**config.mk**
```make
export PLATFORM = sky130hd
export DESIGN_NAME = alu_issue_stage
export DESIGN_NICKNAME = d
export VERILOG_FILES = /design/src/rtl/alu_pkg.sv /design/src/rtl/alu_decoder.sv /design/src/rtl/alu_issue_stage.sv
export SDC_FILE = /design/constraint.sdc
export NUM_CORES = 1
export LEC_CHECK = 0
export ABC_AREA = 1
export BUFFER_PORTS_ARGS = -buffer_cell sky130_fd_sc_hd__buf_4
export CORE_ASPECT_RATIO = 0.6
export CORE_MARGIN = 8
export CORE_UTILIZATION = 40
export DETAILED_ROUTE_END_ITERATION = 8
export GPL_ROUTABILITY_DRIVEN = 0
export PLACE_DENSITY = 0.63
export REMOVE_ABC_BUFFERS = 1
export SETUP_SLACK_MARGIN = 0.15
export SLEW_MARGIN = 20
export SYNTH_ARGS = -nofsm -noshare
export SYNTH_HDL_FRONTEND = slang
export SYNTH_HIERARCHICAL = 1
export SYNTH_SLANG_ARGS = --single-unit
```
**constraint.sdc**
```tcl
create_clock -name clk_i -period 4.85 [get_ports clk_i]
set_clock_uncertainty 0.2 [all_clocks]
set_input_delay 0 -clock clk_i [delete_from_list [all_inputs] [get_ports clk_i]]
set_output_delay 0 -clock clk_i [all_outputs]
set_load 0.02 [all_outputs]
```
**src/rtl/alu_pkg.sv**
```systemverilog
// Shared ALU opcode encoding, RV32 major opcodes and the issue-stage entry layout.
// Both the ALU and the issue stage import this package.
package alu_pkg;

  localparam logic [5:0] ALU_ADD  = 6'd0;
  localparam logic [5:0] ALU_SLL  = 6'd1;
  localparam logic [5:0] ALU_SLT  = 6'd2;
  localparam logic [5:0] ALU_SLTU = 6'd3;
  localparam logic [5:0] ALU_XOR  = 6'd4;
  localparam logic [5:0] ALU_SRL  = 6'd5;
  localparam logic [5:0] ALU_OR   = 6'd6;
  localparam logic [5:0] ALU_AND  = 6'd7;
  localparam logic [5:0] ALU_SRA  = 6'd8;
  localparam logic [5:0] ALU_SUB  = 6'd9;

  localparam logic [6:0] OPC_OP     = 7'b0110011;
  localparam logic [6:0] OPC_OP_IMM = 7'b0010011;
  localparam logic [6:0] OPC_LUI    = 7'b0110111;
  localparam logic [6:0] OPC_AUIPC  = 7'b0010111;

  localparam logic [6:0] F7_BASE = 7'h00;
  localparam logic [6:0] F7_ALT  = 7'h20;

  // One decoded entry as held in the main and skid registers.
  typedef struct packed {
    logic [5:0]  aluop;
    logic [31:0] op1;
    logic [31:0] op2;
    logic [4:0]  rd;
    logic        rd_we;
    logic        illegal;
  } issue_entry_t;

endpackage

```
**src/rtl/alu_decoder.sv**
```systemverilog
// Combinational RV32I OP / OP-IMM / LUI / AUIPC decoder producing ALU opcode,
// operands and writeback control. Illegal encodings produce zeroed operands.
module alu_decoder
  import alu_pkg::*;
#(
  parameter int XLEN = 32
) (
  input  logic [31:0]     instr_i,
  input  logic [XLEN-1:0] pc_i,
  input  logic [XLEN-1:0] rs1_data_i,
  input  logic [XLEN-1:0] rs2_data_i,
  output logic [5:0]      aluop_o,
  output logic [XLEN-1:0] op1_o,
  output logic [XLEN-1:0] op2_o,
  output logic [4:0]      rd_o,
  output logic            rd_we_o,
  output logic            illegal_o
);

  logic [6:0]      opcode;
  logic [2:0]      funct3;
  logic [6:0]      funct7;
  logic [XLEN-1:0] imm_i;
  logic [XLEN-1:0] imm_u;
  logic            is_shift;
  logic            legal;
  logic [5:0]      aluop_raw;
  logic [XLEN-1:0] op1_raw;
  logic [XLEN-1:0] op2_raw;

  assign opcode   = instr_i[6:0];
  assign funct3   = instr_i[14:12];
  assign funct7   = instr_i[31:25];
  assign imm_i    = {{20{instr_i[31]}}, instr_i[31:20]};
  assign imm_u    = {instr_i[31:12], 12'b0};
  assign is_shift = (funct3 == 3'd1) || (funct3 == 3'd5);
  assign rd_o     = instr_i[11:7];

  always_comb begin
    legal     = 1'b0;
    aluop_raw = ALU_ADD;
    op1_raw   = '0;
    op2_raw   = '0;
    unique case (opcode)
      OPC_OP: begin
        legal = (funct7 == F7_BASE) ||
                ((funct7 == F7_ALT) && ((funct3 == 3'd0) || (funct3 == 3'd5)));
        if ((funct7 == F7_ALT) && (funct3 == 3'd0))      aluop_raw = ALU_SUB;
        else if ((funct7 == F7_ALT) && (funct3 == 3'd5)) aluop_raw = ALU_SRA;
        else                                             aluop_raw = {3'b000, funct3};
        op1_raw = rs1_data_i;
        // The ALU shifts by all of op2, so only the low five bits may survive.
        op2_raw = is_shift ? {27'b0, rs2_data_i[4:0]} : rs2_data_i;
      end
      OPC_OP_IMM: begin
        if (funct3 == 3'd1)      legal = (funct7 == F7_BASE);
        else if (funct3 == 3'd5) legal = (funct7 == F7_BASE) || (funct7 == F7_ALT);
        else                     legal = 1'b1;
        aluop_raw = ((funct3 == 3'd5) && (funct7 == F7_ALT)) ? ALU_SRA : {3'b000, funct3};
        op1_raw   = rs1_data_i;
        op2_raw   = is_shift ? {27'b0, instr_i[24:20]} : imm_i;
      end
      OPC_LUI: begin
        legal   = 1'b1;
        op2_raw = imm_u;
      end
      OPC_AUIPC: begin
        legal   = 1'b1;
        op1_raw = pc_i;
        op2_raw = imm_u;
      end
      default: legal = 1'b0;
    endcase
  end

  assign illegal_o = !legal;
  assign aluop_o   = legal ? aluop_raw : ALU_ADD;
  assign op1_o     = legal ? op1_raw : '0;
  assign op2_o     = legal ? op2_raw : '0;
  assign rd_we_o   = legal && (rd_o != 5'd0);

endmodule

```
**src/rtl/alu_issue_stage.sv**
```systemverilog
// Registered ID/EX issue stage: decodes into ALU operands and holds up to two
// entries (main + skid) so EX sees stable operands under back-pressure.
module alu_issue_stage
  import alu_pkg::*;
#(
  parameter int XLEN = 32
) (
  input  logic            clk_i,
  input  logic            rst_ni,
  input  logic            in_valid_i,
  output logic            in_ready_o,
  input  logic [31:0]     instr_i,
  input  logic [XLEN-1:0] pc_i,
  input  logic [XLEN-1:0] rs1_data_i,
  input  logic [XLEN-1:0] rs2_data_i,
  input  logic            flush_i,
  output logic            out_valid_o,
  input  logic            out_ready_i,
  output logic [5:0]      aluop_o,
  output logic [XLEN-1:0] op1_o,
  output logic [XLEN-1:0] op2_o,
  output logic [4:0]      rd_o,
  output logic            rd_we_o,
  output logic            illegal_o
);

  // Handshake: an entry moves on a side exactly when valid && ready are both
  // high at a rising edge; valid never depends combinationally on ready.
  issue_entry_t dec_entry;
  issue_entry_t main_q, main_d;
  issue_entry_t skid_q, skid_d;
  logic         main_valid_q, main_valid_d;
  logic         skid_valid_q, skid_valid_d;
  logic         accept;
  logic         deliver;

  alu_decoder #(.XLEN(XLEN)) u_decoder (
    .instr_i    (instr_i),
    .pc_i       (pc_i),
    .rs1_data_i (rs1_data_i),
    .rs2_data_i (rs2_data_i),
    .aluop_o    (dec_entry.aluop),
    .op1_o      (dec_entry.op1),
    .op2_o      (dec_entry.op2),
    .rd_o       (dec_entry.rd),
    .rd_we_o    (dec_entry.rd_we),
    .illegal_o  (dec_entry.illegal)
  );

  assign in_ready_o = !skid_valid_q;
  assign accept     = in_valid_i && in_ready_o;
  assign deliver    = main_valid_q && out_ready_i;

  always_comb begin
    main_d       = main_q;
    skid_d       = skid_q;
    main_valid_d = main_valid_q;
    skid_valid_d = skid_valid_q;
    if (flush_i) begin
      main_valid_d = 1'b0;
      skid_valid_d = 1'b0;
    end else if (!main_valid_q || deliver) begin
      // Skid is older than anything arriving, and accept is blocked while it is full.
      if (skid_valid_q) begin
        main_d       = skid_q;
        main_valid_d = 1'b1;
        skid_valid_d = 1'b0;
      end else if (accept) begin
        main_d       = dec_entry;
        main_valid_d = 1'b1;
      end else begin
        main_valid_d = 1'b0;
      end
    end else if (accept) begin
      skid_d       = dec_entry;
      skid_valid_d = 1'b1;
    end
  end

  always_ff @(posedge clk_i) begin
    if (!rst_ni) begin
      main_q       <= '0;
      skid_q       <= '0;
      main_valid_q <= 1'b0;
      skid_valid_q <= 1'b0;
    end else begin
      main_q       <= main_d;
      skid_q       <= skid_d;
      main_valid_q <= main_valid_d;
      skid_valid_q <= skid_valid_d;
    end
  end

  assign out_valid_o = main_valid_q;
  assign aluop_o     = main_q.aluop;
  assign op1_o       = main_q.op1;
  assign op2_o       = main_q.op2;
  assign rd_o        = main_q.rd;
  assign rd_we_o     = main_q.rd_we;
  assign illegal_o   = main_q.illegal;

endmodule
```
==> impl_metrics.py <==
metrics = {
    "sta": {
        "slew_violations": 0,
        "period_share": 0.665,
        "finalCriticalPeriod_ps": 3230,
        "worst_slack_ps": 1620,
        "maxSlewHeadroom": 0.302,
        "hold_viol_final": 5,
        "whs_ps": -15.5,
        "setup-violations-final": 0,
        "rsz0062_at_grt": "false",
        "worst_pin_slew_ps": 1040,
        "setup_tns_ps": 0,
        "max_clock_freq_ghz": 0.310,
    },
    "finish": {
        "final_common_cell": "nand2_1",
        "nets": 1998,
        "drive_gt1_frac": 0.153,
        "areaGrowthSynthToFinish_pct": 40.2,
        "layout_common_cells": "464 x nand2_1, 323 x nor2_1, 259 x inv_1",
        "n_fill_cell": 2176,
        "antennaDiodeCount": 0,
        "fin_cells": 2164,
    },
    "hold_path": {
        "hold_path_class": "in -> reg",
    },
    "critical_path": {
        "crit_chain": "dlygate4sd3_1, buf_4, inv_2, nor2_8, inv_2, nand3_1, nand3_1, dlygate4sd3_1, nand2_1, inv_1, inv_1, o21ai_0, nor2_1, nor2_1",
        "worstSetupPathType": "in -> reg",
        "start_kind": "primary input",
        "crit_family": "buffers and inverters",
        "critPathArrivalTime_ps": 3380,
        "critical_path_buf_inv_count": 7,
        "max_stage_delay_ps": 760,
        "critPathCaptureType": "flip-flop",
        "critPathRequiredTime_ps": 5010,
        "crit_path_max_fanout": 22,
        "crit_slowest_cell": "nand3_1",
    },
    "global_routing": {
        "antenna_found_initial": 0,
        "overflow": 0,
        "grt_pass1_vias": 9552,
        "grtUsageTotal": 0.203,
        "grt_first_pass_wirelength_um": 47000,
        "grt_max_degree": 157,
    },
    "logic_synthesis": {
        "synth_top_area_share": 0.346,
        "synth_cell_types": 20,
        "synthCells": 1585,
        "yosysWarningCount": 6,
        "netlist_area_um2": 9020,
        "syn_area_per_cell_um2": 5.69,
        "yosysTopAreaCell": "dfxtp_1",
        "yosysSeqAreaShare": 0.346,
        "synth-seq-cells": 156,
        "synth_area_leaders": "dfxtp_1 35%, nand2_1 19%, nor2_1 13%",
    },
    "drt": {
        "wirelength_um": 28400,
        "drt-initial-drc-count": 687,
        "via_count": 9884,
        "viasPerCell": 4.57,
        "wl_per_cell_um": 13.1,
        "ant_nets": 0,
        "firstDrtPassIters": 5,
        "drc": 0,
    },
    "floorplanning": {
        "die_x_um": 210,
        "core_area_um2": 22100,
        "initial_core_util": 0.409,
        "die_h_um": 132,
        "die_area_um2": 27800,
        "io_pins": 212,
        "row_count": 42,
    },
    "clocking": {
        "cts_buffer_depth": 2,
        "clk_pin_slew_ps": 60,
        "h-tree-depth": 4,
        "cts_tree": "done",
        "cts.sinks": 156,
        "cts.repair.resized": 0,
        "cts_root_buffer": "clkbuf_16",
        "numCtsBuffers": 17,
        "clock_latency_ps": 420,
    },
    "pwr": {
        "swShare": 0.253,
        "clkPwrFrac": 0.442,
        "p_per_area_nw_per_um2": 264,
        "total_power_mw": 3.34,
        "pwr-share-comb": 0.150,
        "p_leak_nw": 6.65,
        "pwr-share-seq": 0.408,
        "p_int_mw": 2.49,
        "net-switching-power_mw": 0.843,
        "peakVddDrop_mv": 0.239,
    },
    "placed_design": {
        "dpl.cell_count": 1990,
        "hpwl_um": 17400,
        "io_buffers": 211,
        "post-place-ws_ps": 1850,
    },
    "outcome": {
        "outcome": "finished, violations left",
        "violations": "negative hold slack",
    },
    "flow_run": {
        "drv_cap": 0,
    },
}
cells in the mapped netlist:
master	number
nand2_2	9
o22ai_1	1
a21oi_1	6
inv_2	12
nand2_1	464
buf_6	9
nor2_1	324
nand3_1	126
buf_4	13
nor2_2	6
clkinv_1	1
buf_2	37
conb_1	1
o21ai_0	111
clkbuf_1	46
nor2_8	1
inv_1	259
nand3_2	2
nor3_1	1
dfxtp_1	156
per-stage QoR:
stage | util | instance area (um2)
final | 0.573 | 12700
after global routing | 0.573 | 12700
after CTS | 0.570 | 12600
after detailed placement | 0.478 | 10600
after global placement | 0.478 | 10600
after floorplan | - | 8470
path summary, 6_finish.rpt:
kind,endpoint,slack (ps),start,cells after the start
worst min-delay path,op1_o[21]$_SDFFE_PN0P_,-20,rst_ni,4
worst max-delay path,op2_o[19]$_SDFFE_PN0P_,1620,instr_i[12],14
worst max register to register,rd_o[2]$_SDFFE_PN0P_,1900,skid_valid_q$_SDFFE_PP0P_,8
worst min register to register,skid_q[43]$_SDFFE_PN0P_,280,skid_q[43]$_SDFFE_PN0P_,2
registers in the layout, summed over array words and instances (netlist names):
register / cells
rd_we_o: 1
op2_o: 32
op1_o: 32
skid_valid_q: 1
rd_o: 5
aluop_o: 6
illegal_o: 1
skid_q: 77
out_valid_o: 1
power groups by stage:
stage | combinational [mW] | sequential (mW) | clock (mW)
finish | 0.500 | 1.36 | 1.47
floorplan | 0.182 | 1.44 | 0
global route | 0.554 | 1.37 | 1.57
detailed placement | 0.441 | 1.39 | 0
CTS | 0.497 | 1.36 | 1.51
global placement | 0.435 | 1.39 | 0
timing repair:
item	4_1_cts	5_1_grt
setup buffers	0	0
setup endpoints to repair	0	0
endpoints found under the hold margin	108	14
hold buffers	139	1
final cells by class:
cell class                      count  area, um2  share of cell area
Timing Repair Buffer              365       3140               0.248
Multi-Input combinational cell   1053       4360               0.345
Tap cell                          286        358              0.0283
Inverter                          272       1020              0.0807
Clock inverter                     11        191              0.0151
Sequential cell                   156       3130               0.247
Clock buffer                       21        450              0.0356
tightest hold or removal path, stage by stage:
cell,delay [ps]
buf_4,120
buf_12,240
nand2_1,150
nor2_1,40
cells by family after synthesis:
kind of cell    after synthesis  share of synthesized area
buf+inv                     377                      0.175
compound gates              118                     0.0656
simple gates                933                      0.413
flops                       156                      0.346
other cells                   1                   0.000416
metal layers:
layer	up-vias	routed length, um	global-route usage
li1	5217	-	-
met1	4406	13600	0.268
met2	235	13000	0.334
met3	26	1620	0.0477
met4	0	308	0.0437
met5	-	0	0
Power figures use the tool's default switching activity.
